--- src/rtl/ma_block.sv ---
// Memory-access stage: load/store over req/ack, MEM/WB result register.
// Optional WAIT-abort timeout when MA_TIMEOUT_EN is defined.
module ma_block #(
  parameter int WIDTH   = 64,
  parameter int ADDR    = 5,
  parameter int TIMEOUT = 255
) (
  input  logic             p_Clk,
  input  logic             p_Reset,
  input  logic             p_MA_Valid,
  input  logic [WIDTH-1:0] p_MA_ALUResult,
  input  logic [WIDTH-1:0] p_MA_WriteData,
  input  logic [ADDR-1:0]  p_MA_WriteAddress,
  input  logic [5:0]       p_MA_Ctrl_Bus,
  output logic             p_MA_Stall,
  output logic             p_Mem_Req,
  output logic             p_Mem_We,
  output logic [WIDTH-1:0] p_Mem_Addr,
  output logic [WIDTH-1:0] p_Mem_WData,
  output logic [7:0]       p_Mem_ByteEn,
  input  logic             p_Mem_Ack,
  input  logic [WIDTH-1:0] p_Mem_RData,
  output logic             p_WB_Valid,
  output logic             p_WB_RegWrite,
  output logic [WIDTH-1:0] p_WB_Data,
  output logic [ADDR-1:0]  p_WB_Address,
  output logic             p_MA_AlignErr,
  output logic             p_MA_BusErr
);

  typedef enum logic [0:0] {
    S_IDLE,
    S_WAIT
  } state_t;

  state_t state, state_next;

  logic [WIDTH-1:0] lat_addr;
  logic [WIDTH-1:0] lat_data;
  logic [5:0]       lat_ctrl;
  logic [ADDR-1:0]  lat_dest;

  logic             is_mem;
  logic             mis;
  logic             accept;
  logic             in_wait;
  logic             done;
  logic             abort;
  logic [2:0]       la;
  logic [7:0]       be_c;
  logic [WIDTH-1:0] wdata_c;
  logic [WIDTH-1:0] load_ext;
  logic [7:0]       ld_b;
  logic [15:0]      ld_h;
  logic [31:0]      ld_w;

  if (TIMEOUT < 1 || TIMEOUT > 255) begin : g_timeout_range
    $error("TIMEOUT must fit the 8-bit counter");
  end

  assign is_mem = p_MA_Ctrl_Bus[0] | p_MA_Ctrl_Bus[1];

  always_comb begin
    mis = 1'b0;
    unique case (p_MA_Ctrl_Bus[3:2])
      2'b00: mis = 1'b0;
      2'b01: mis = p_MA_ALUResult[0];
      2'b10: mis = |p_MA_ALUResult[1:0];
      2'b11: mis = |p_MA_ALUResult[2:0];
    endcase
  end

  assign in_wait = (state == S_WAIT);
  assign accept  = (state == S_IDLE) & p_MA_Valid & is_mem & ~mis;
  assign done    = in_wait & p_Mem_Ack;

`ifdef MA_TIMEOUT_EN
  localparam logic [7:0] TmoLim = 8'(TIMEOUT - 1);

  logic [7:0] tmo_cnt;
  logic       bus_err_q;

  assign abort = in_wait & ~p_Mem_Ack & (tmo_cnt == TmoLim);

  always_ff @(posedge p_Clk) begin
    if (p_Reset) begin
      tmo_cnt   <= '0;
      bus_err_q <= 1'b0;
    end else begin
      bus_err_q <= abort;
      if (accept)
        tmo_cnt <= '0;
      else if (in_wait && !p_Mem_Ack)
        tmo_cnt <= tmo_cnt + 8'd1;
    end
  end

  assign p_MA_BusErr = bus_err_q;
`else
  assign abort       = 1'b0;
  assign p_MA_BusErr = 1'b0;
`endif

  always_comb begin
    state_next = state;
    p_MA_Stall = 1'b0;
    unique case (state)
      S_IDLE: begin
        if (accept) begin
          state_next = S_WAIT;
          p_MA_Stall = 1'b1;
        end
      end
      S_WAIT: begin
        p_MA_Stall = ~p_Mem_Ack & ~abort;
        if (done || abort)
          state_next = S_IDLE;
      end
      default: state_next = S_IDLE;
    endcase
  end

  always_ff @(posedge p_Clk) begin
    if (p_Reset)
      state <= S_IDLE;
    else
      state <= state_next;
  end

  assign la = lat_addr[2:0];

  always_comb begin
    be_c    = 8'h00;
    wdata_c = '0;
    unique case (lat_ctrl[3:2])
      2'b00: begin
        be_c    = 8'(8'h01 << la);
        wdata_c = {(WIDTH/8){lat_data[7:0]}};
      end
      2'b01: begin
        be_c    = 8'(8'h03 << la);
        wdata_c = {(WIDTH/16){lat_data[15:0]}};
      end
      2'b10: begin
        be_c    = 8'(8'h0F << la);
        wdata_c = {(WIDTH/32){lat_data[31:0]}};
      end
      2'b11: begin
        be_c    = 8'hFF;
        wdata_c = lat_data;
      end
    endcase
  end

  assign p_Mem_Req    = in_wait;
  assign p_Mem_We     = in_wait & lat_ctrl[1];
  assign p_Mem_Addr   = in_wait ? {lat_addr[WIDTH-1:3], 3'b000} : '0;
  assign p_Mem_WData  = in_wait ? wdata_c : '0;
  assign p_Mem_ByteEn = in_wait ? be_c : 8'h00;

  // Little-endian lane pick, then sign/zero extension
  assign ld_b = p_Mem_RData[{la, 3'b000} +: 8];
  assign ld_h = p_Mem_RData[{la[2:1], 4'b0000} +: 16];
  assign ld_w = p_Mem_RData[{la[2], 5'b00000} +: 32];

  always_comb begin
    load_ext = '0;
    unique case (lat_ctrl[3:2])
      2'b00: load_ext = lat_ctrl[4] ?
        {{(WIDTH-8){1'b0}}, ld_b} :
        {{(WIDTH-8){ld_b[7]}}, ld_b};
      2'b01: load_ext = lat_ctrl[4] ?
        {{(WIDTH-16){1'b0}}, ld_h} :
        {{(WIDTH-16){ld_h[15]}}, ld_h};
      2'b10: load_ext = lat_ctrl[4] ?
        {{(WIDTH-32){1'b0}}, ld_w} :
        {{(WIDTH-32){ld_w[31]}}, ld_w};
      2'b11: load_ext = p_Mem_RData;
    endcase
  end

  always_ff @(posedge p_Clk) begin
    if (p_Reset) begin
      lat_addr      <= '0;
      lat_data      <= '0;
      lat_ctrl      <= '0;
      lat_dest      <= '0;
      p_WB_Valid    <= 1'b0;
      p_WB_RegWrite <= 1'b0;
      p_WB_Data     <= '0;
      p_WB_Address  <= '0;
      p_MA_AlignErr <= 1'b0;
    end else begin
      p_WB_Valid    <= 1'b0;
      p_MA_AlignErr <= 1'b0;
      if (state == S_IDLE) begin
        if (p_MA_Valid && !is_mem) begin
          p_WB_Valid    <= 1'b1;
          p_WB_RegWrite <= p_MA_Ctrl_Bus[5];
          p_WB_Data     <= p_MA_ALUResult;
          p_WB_Address  <= p_MA_WriteAddress;
        end else if (p_MA_Valid && mis) begin
          p_MA_AlignErr <= 1'b1;
          p_WB_RegWrite <= 1'b0;
        end else if (accept) begin
          lat_addr <= p_MA_ALUResult;
          lat_data <= p_MA_WriteData;
          lat_ctrl <= p_MA_Ctrl_Bus;
          lat_dest <= p_MA_WriteAddress;
        end
      end else if (done) begin
        p_WB_Valid   <= 1'b1;
        p_WB_Address <= lat_dest;
        if (lat_ctrl[1]) begin
          p_WB_RegWrite <= 1'b0;
        end else if (lat_ctrl[0]) begin
          p_WB_RegWrite <= lat_ctrl[5];
          p_WB_Data     <= load_ext;
        end
      end
    end
  end

endmodule

--- config.mk ---
export PLATFORM = sky130hd
export DESIGN_NAME = ma_block
export DESIGN_NICKNAME = d
export VERILOG_FILES = /design/src/rtl/ma_block.sv
export SDC_FILE = /design/constraint.sdc
export NUM_CORES = 1
export LEC_CHECK = 0
export CAP_MARGIN = 20
export CORE_MARGIN = 8
export CORE_UTILIZATION = 27
export CTS_CLUSTER_SIZE = 24
export DETAILED_ROUTE_END_ITERATION = 6
export PLACE_DENSITY_LB_ADDON = 0.08
export SETUP_SLACK_MARGIN = 0.05
export SYNTH_ARGS = -nofsm -noshare
export SYNTH_HDL_FRONTEND = slang
export SYNTH_SLANG_ARGS = --single-unit
--- constraint.sdc ---
create_clock -name p_Clk -period 2.7 [get_ports p_Clk]
set_clock_uncertainty 0.05 [all_clocks]
set_input_delay 0.54 -clock p_Clk [delete_from_list [all_inputs] [get_ports p_Clk]]
set_output_delay 0.54 -clock p_Clk [all_outputs]
set_load 0.01 [all_outputs]
### Yosys cells after proc, flatten, opt, wreduce, memory -nomap -nowiden

Index checks and enable logic that the tools add are counted.

| word-level totals | value |
|---|---|
| register bits | 212 |
| bits of input ports | 207 |
| output and inout bits | 212 |
| word-level logic and storage cells | 83 |

| operators by class | value |
|---|---|
| eq/ne operators | 10 |
| shift operators | 6 |
| mux-type cells | 32 |
| bitwise operators | 11 |
| reductions and logical operators | 14 |

Operators by type and width:

| kind | count |
|---|---|
| 64-bit 2-to-1 mux | 10 |
| 64-bit case mux with 4 select lines | 2 |
| 64-bit by 7-bit indexed part select with 16-bit output | 1 |
| 64-bit by 7-bit indexed part select with 32-bit output | 1 |
| 64-bit by 7-bit indexed part select with 8-bit output | 1 |
| 8-bit case mux with 4 select lines | 1 |
| 5-bit 2-to-1 mux | 3 |
| 1-bit 2-to-1 mux | 12 |
| 2-bit == test, second input constant | 4 |
| 8-bit 2-to-1 mux | 1 |
| 4-bit AND reduction | 2 |
| 1-bit by 3-bit left shift with 8-bit output, first input constant | 1 |
| 2-bit by 3-bit left shift with 8-bit output, first input constant | 1 |
| 4-bit by 3-bit left shift with 8-bit output, first input constant | 1 |
| 3-bit OR reduction | 2 |
| 1-bit bitwise AND | 5 |
| 1-bit inverter | 5 |
| 2-bit by 1-bit == test with 1-bit output, second input constant | 2 |
| 2-bit zero test | 2 |
| 2-bit by 1-bit != test with 1-bit output, second input constant | 2 |
| 1-bit case mux with 2 select lines | 2 |
| 1-bit case mux with 4 select lines | 1 |
| 3-bit by 1-bit != test with 1-bit output, second input constant | 1 |
| 3-bit AND reduction | 1 |
| other kinds (8) | 9 |

### Depth between registers and ports, before layout

Gate-level depths: netlist of the first run.

| depth | value |
|---|---|
| depth after elaboration | 7 |
| depth in mapped cells | 11 |

### Least setup slack after synthesis of the first run

OpenSTA, ideal clock, no wires.

| path | value |
|---|---|
| path type | register -> output |
| from | register lat_ctrl[3] |
| to | output port p_Mem_WData[13] |
| arrival | 2.070 ns |
| setup slack | 0.040 ns |
| cell stages (with the launch flop) | 9 |
| path buffers | 4 |
| cell sequence | dfxtp_1 clkbuf_1 clkbuf_1 inv_1 ha_1 clkbuf_1 buf_1 a21oi_1 a21oi_1 |

| on the way | value |
|---|---|
| word-level cells in the longest chain between the ends | 3 |

RTL lines:

| item | line | RTL |
|---|---|---|
| start, declared | 40 | `logic [5:0] lat_ctrl;` |
| start signal, assigned | 208 | `lat_ctrl <= p_MA_Ctrl_Bus;` |
| 2-bit == test, or another cell as far along | 135 | `unique case (lat_ctrl[3:2])` |
| 64-bit case mux with 4 select lines (*) | 135 |  |
| 64-bit 2-to-1 mux (*) | 158 | `assign p_Mem_WData = in_wait ? wdata_c : '0;` |
| end, declared | 19 | `output logic [WIDTH-1:0] p_Mem_WData,` |

Mark *: on every way between the ends. The rest lies on a longest branch, timed or not. The select of a mux whose other input is x is not followed.

### Worst setup path in the final report of the first run

| path | value |
|---|---|
| from | register lat_ctrl[2] |
| to | output port p_Mem_WData[52] |

The elaborated chain is that of the path after synthesis.

==> results of run 1 <==
-- per-stage QoR --
step | setup slack [ns] | std cells | TNS (ns)
floorplan | 0.174 | 1432 | 0
global placement | -0.458 | 2320 | -39.55
detailed placement | -0.479 | 2320 | -43.05
CTS | 0.0266 | 2376 | 0
global route | -0.0115 | 2379 | -0.0317
finish | 0.0548 | 2380 | 0
-- sequential cells by signal, summed over array words and instances (netlist names), 5 cells and up --
register / cells
lat_ctrl: 6
p_WB_Address: 5
p_WB_Data: 64
lat_data: 64
lat_dest: 5
lat_addr: 64
-- cells in the mapped netlist (all sizes together), types with 3 or more instances --
master     n
o21ai     16
nor3      13
ha         5
a211oi    57
a31oi     15
mux2      33
buf       55
a311oi     4
o211ai     6
a21oi    255
inv        6
o31ai      6
nand2    311
a2111oi    6
nor2     119
dfxtp    212
nor2b      6
and2      74
clkbuf    84
mux2i     18
mux4      10
nand3      7
a22oi     55
a221oi    36
nand2b     3
-- power by group through the flow --
stage	clock network, mW	logic [mW]	registers, mW
final	3.97	1.70	3.42
after global routing	4.18	1.83	3.44
after CTS	4.04	1.71	3.42
after detailed placement	0	1.65	3.49
after global placement	0	1.64	3.48
after floorplan	0	0.680	3.49
-- routing by layer --
| layer | routed length [um] | global-route usage [%] | up-vias |
|---|---|---|---|
| met5 | 73 | 0 | - |
| met3 | 5100 | 8.51 | 95 |
| met2 | 28200 | 40.4 | 425 |
| met4 | 1870 | 7.55 | 12 |
| met1 | 22400 | 26.3 | 5858 |
| li1 | - | - | 5815 |
-- critical path, delay by kind of cell (launching register included) --
kind / cells / cell delay (ns)
AO/OA/AOI/OAI: 2 / 0.28
buffers and inverters: 3 / 0.67
adder cells (fa/ha/maj): 1 / 0.23
flip-flops: 1 / 0.31
-- cells in the final DEF (no fill, tap or decap), types with 5 or more instances in the layout --
| master | n |
|---|---|
| buf_4 | 66 |
| a31oi_1 | 15 |
| o21ai_0 | 13 |
| nand2_1 | 311 |
| o211ai_1 | 6 |
| mux4_2 | 10 |
| buf_2 | 18 |
| dlygate4sd2_1 | 27 |
| nor2_4 | 9 |
| a22oi_1 | 46 |
| dfxtp_1 | 209 |
| dlymetal6s2s_1 | 19 |
| mux2_2 | 33 |
| buf_12 | 21 |
| clkbuf_2 | 6 |
| a221oi_1 | 36 |
| a22oi_2 | 9 |
| nand3_1 | 7 |
| clkdlybuf4s50_1 | 328 |
| clkbuf_1 | 7 |
| and2_1 | 73 |
| a21oi_1 | 227 |
| inv_1 | 5 |
| clkbuf_16 | 30 |
| clkdlybuf4s15_2 | 9 |
| o31ai_1 | 6 |
| a21oi_4 | 10 |
| a21oi_2 | 18 |
| nor3_1 | 13 |
| nor2_1 | 108 |
| mux2i_1 | 18 |
| nor2b_1 | 6 |
| a211oi_1 | 57 |
-- repair_timing --
item | CTS | global route
resized for setup | 229 | 47
setup endpoints to repair | 128 | 58
setup buffers | 2 | 0
cloned | 3 | 1
pin swaps | 10 | 5
hold buffers | 0 | 0
-- worst paths after layout --
check,startpoint,to,slack (ns),cells past startpoint
max reg2reg,lat_ctrl[2],p_WB_Data[62],0.32,10
min reg2reg,lat_addr[23],lat_addr[23],0.40,2
min,p_MA_Ctrl_Bus[3],lat_ctrl[3],0.26,3
max,lat_ctrl[2],p_Mem_WData[52],0.05,6
-- kinds of logic (layout without fill, tap and decap cells) --
family / Yosys count / in the layout
fa+ha+maj: 5 / 5
mux: 61 / 61
flops: 212 / 212
simple gates: 544 / 544
compound gates: 460 / 460
other cells: 1 / 7
buf+inv: 146 / 566
-- final cells by class --
class | count | area share (%)
Timing Repair Buffer | 508 | 29.5
Clock buffer | 40 | 4.63
Clock inverter | 11 | 0.970
Sequential cell | 212 | 24.4
Inverter | 7 | 0.158
Tap cell | 525 | 3.77
Multi-Input combinational cell | 1074 | 36.5
Antenna cell | 3 | 0.0431
==> run metrics, run 1 <==
mapped cell area 10,900 sq um; die span in y 217 um; Rows 73; CP max FO 23; critical path class reg -> out; Synth Area in XOR/XNOR 0%; Slowest-stage cell, CP dfxtp_2; final WL 57,600 um; sequential power share 37.6%; Initial Utilization 27.3%; Core Region 39,700 sq um; Net Sw Frac 27.6%; fmax 378 MHz; CP Launch Type flip-flop; clock sink count 212; share of cells above drive strength 1 15.2%; Async SR Flop Fraction 0%; vias in the first global route 12.7k; H-tree depth 1; Syn-to-layout area delta 60.3%; Detailed Route Iter0 Violations 816; vias per inst 5.13; Util after Layout 43.8%; GRT Resource Usage Total 23.3%; Die Span X 217 um; Internal 6.59 mW; largest family of logic cells by synthesized area compound AO/OA/AOI/OAI gates; initial antenna violation count 10; CP peak stage delay 0.31 ns; synth unique cells 46; DRC 0; Post-Synth Simple-Gate Area 21.5%; FILL cells 4,019; Placed Area 16,000 sq um; power share of the clock group 43.6%; HP Class in -> reg; CTS tree yes; P per Cell Area 522 nW/um^2; ANT nets after route 0; Initial DRT Pass Iterations 6; Pwr Total 9.10 mW; Port Buffers 414; Mapped Avg Cell Area 7.60 sq um; leakage power 6.41 nW; min cycle time layout 2.65 ns; final setup fails 0; clock root buffer clkbuf_16; number of max-cap violations 0; global-route wire length before repair 84,000 um; clock slew seen by the registers of the worst setup and hold paths 0.05 ns; top_reg_cell synth dfxtp_1; outcome finished clean; worst-margin pin slew 0.718 ns; remaining global-route overflow 0; cell taking the most area after synthesis dfxtp_1; Logic pwr share 18.7%; pin count of the biggest net entering global routing 65; worst-path cell chain inv_1 > ha_2 > buf_8 > a21oi_2 > a21oi_1 > dlygate4sd2_1; GPL Wtd Cong 0.875; WHS 0.265 ns; DP Wirelength 42,700 um; number of top-level pins 419; unrepaired setup endpoints after global routing true; synthesized flop and latch total 212; WL per Instance 24.2 um; Clock Latency Late Sink 0.55 ns; final hold violation count 0; Final Slew Violations 0; Setup crit end kind primary output; Longest Clk Path Bufs 3; Ys Warns 0; top-area cell type share of the netlist area 39.1%; Data arrival, critical path 2.06 ns; Final Cell Area 17,400 sq um; Tcrit/Tclk final 98.0%; Compound-Gate Fraction of Synth Area 26.0%; worst path required time 2.11 ns; number of flops mapped to enable cells by yosys 0; number of CTS-inserted buffers 28; post-synthesis adder-cell area fraction 0.576%; storage element area 4250 sq um; P_sw 2.51 mW; Final #Nets 2,043; Worst slew margin 52.1%; mux cell area share after synthesis 7.15%; Gate Count Post-Synth 1,429; Synth area leaders dfxtp_1 (39%), a21oi_1 (12%), nand2_1 (11%); sequential-to-total area share from yosys stat 39.1%; DIE AREA 46,900 sq um; multi-input combinational cell area 6360 sq um; Peak supply drop 423 uV; via count 12.2k
Power figures use the tool's default switching activity.
==> inputs of run 2 (changes only) <==
Settings changed: CAP_MARGIN 20 to unset, CORE_MARGIN 8 to unset.
==> run metrics, run 2 (synthesis results as in run 1) <==
outcome finished clean; CTS tree yes; DP Wirelength 39,400 um; final setup fails 0; P_sw 2.54 mW; critical path class reg -> out; share of cells above drive strength 1 16.8%; Detailed Route Iter0 Violations 707; Worst Hold Depth 2; clock sink count 212; Final #Nets 2,050; power share of the clock group 42.7%; worst path required time 2.11 ns; CP Launch Type flip-flop; worst-path cell chain buf_4 > ha_2 > buf_12 > a21oi_4 > a21oi_2 > buf_4 > clkdlybuf4s15_2; via count 12.2k; initial antenna violation count 8; R2R Path Start lat_ctrl[2]; CP max FO 11; reg2reg setup slack 0.21 ns; final hold violation count 0; dpl ws -0.509 ns; Worst slew margin 57.7%; Worst R2R End p_WB_Data[1]; GPL Wtd Cong 0.928; Peak supply drop 435 uV; remaining global-route overflow 0; Die Span X 203 um; vias per inst 5.10; Internal 6.45 mW; number of CTS-inserted buffers 27; GRT Resource Usage Total 25.3%; fmax 382 MHz; Initial Utilization 27.3%; Tcrit/Tclk final 96.9%; Initial DRT Pass Iterations 5; final WL 54,400 um; H-tree depth 1; Pwr Total 8.98 mW; leakage power 6.35 nW; DIE AREA 41,000 sq um; Setup crit end kind primary output; clock root buffer clkbuf_16; Final Slew Violations 0; commonest non-fill, non-tap cell in the layout clkdlybuf4s50_1; CP peak stage delay 0.32 ns; ANT nets after route 0; P per Cell Area 514 nW/um^2; Util after Layout 44.0%; Slowest-stage cell, CP dfxtp_1; Rows 73; Clock Latency Late Sink 0.56 ns; worst-margin pin slew 0.635 ns; hold endpoint lat_addr[19]; FILL cells 4,082; number of top-level pins 419; die span in y 203 um; Inst Count DP 2,320; Regs by FF count lat_addr: 64 flops, lat_data: 64 flops, p_WB_Data: 64 flops; Net Sw Frac 28.2%; HP Class in -> reg; Layout Cells excl Fill 2,390; DRC 0; pin count of the biggest net entering global routing 91; Longest Clk Path Bufs 3; Core Region 39,700 sq um; global-route wire length before repair 78,200 um; number of max-cap violations 0; CP most frequent cell buf_4; min cycle time layout 2.62 ns; Syn-to-layout area delta 60.8%; vias in the first global route 11.9k; Port Buffers 414; Logic pwr share 19.2%; CTS Hold Bufs 0; unrepaired setup endpoints after global routing true; worst hold start p_Reset; sequential power share 38.1%; clock slew seen by the registers of the worst setup and hold paths 0.06 ns; worst setup margin 0.0835 ns; R2R depth 10; Data arrival, critical path 2.03 ns; WL per Instance 22.8 um; most frequent cells in the layout clkdlybuf4s50_1 (336), nand2_1 (311), a21oi_1 (221)
## run 2: cell count changes in the layout (fill, tap and decap cells not counted), sizes merged, moves of 4 or more
| cell | before | now |
|---|---|---|
| buf | 115 | 124 |
| clkdlybuf4s15 | 12 | 8 |
| clkdlybuf4s50 | 328 | 336 |
| dlygate4sd2 | 27 | 18 |
| dlymetal6s2s | 19 | 14 |
| inv | 5 | 9 |
## run 2: what timing repair did
item	CTS	global route
gates resized for setup	225	71
buffers inserted	7	1
cloned	4	2
endpoints found under the setup margin	128	83
pin swaps	9	4
## run 2: worst max-delay path: cells and delay by family, from the launching register on
family,cells,cell delay (ns)
adder cells (fa/ha/maj),1,0.20
buffers and inverters,4,0.68
flip-flops,1,0.32
AO/OA/AOI/OAI,2,0.27
## run 2: area by class of cell
class | instances | area (sq um) | share of cell area [%]
multi-input cells | 1074 | 6390 | 36.6
repair buffers | 516 | 5190 | 29.7
flip-flops and latches | 212 | 4260 | 24.4
clock buffers | 31 | 721 | 4.12
well taps | 525 | 657 | 3.76
clock inverters | 19 | 211 | 1.21
inverters | 7 | 28.8 | 0.165
diodes | 6 | 15.0 | 0.0859
## run 2: worst max path at each step
| stage | startpoint | to | cells after the start |
|---|---|---|---|
| final | lat_ctrl[2] | p_Mem_WData[15] | 7 |
| after global routing | lat_ctrl[2] | p_Mem_WData[11] | 6 |
| after CTS | lat_ctrl[2] | p_Mem_WData[24] | 6 |
| after detailed placement | p_MA_Ctrl_Bus[3] | p_MA_Stall | 6 |
| after global placement | p_MA_ALUResult[2] | p_MA_Stall | 6 |
| after floorplan | lat_ctrl[3] | p_Mem_WData[13] | 8 |
## run 2: power groups by stage
stage | Combinational (mW) | Sequential [mW] | Clock, mW
floorplan | 0.680 | 3.49 | 0
global placement | 1.64 | 3.48 | 0
detailed placement | 1.64 | 3.49 | 0
CTS | 1.71 | 3.42 | 3.92
global route | 1.85 | 3.44 | 4.04
finish | 1.72 | 3.42 | 3.84
## run 2: per-stage QoR
| stage | instance area [sq um] | hold WS (ns) | setup TNS (ns) |
|---|---|---|---|
| 6_report | 17500 | 0.386 | 0 |
| 5_1_grt | 17500 | 0.398 | 0 |
| 4_1_cts | 17400 | 0.378 | -0.0176 |
| 3_5_place_dp | 16000 | 0.392 | -45.64 |
| 3_3_place_gp | 16000 | 0.387 | -40.76 |
| 2_1_floorplan | 10900 | 0.382 | 0 |
## run 2: metal layers
layer | vias to the layer above | part of all wire, % | track usage [%]
li1 | 5839 | - | -
met1 | 5814 | 40 | 29.9
met2 | 435 | 49 | 43.0
met3 | 96 | 7.2 | 6.37
met4 | 4 | 4.2 | 11.0
met5 | - | 0.050 | 0
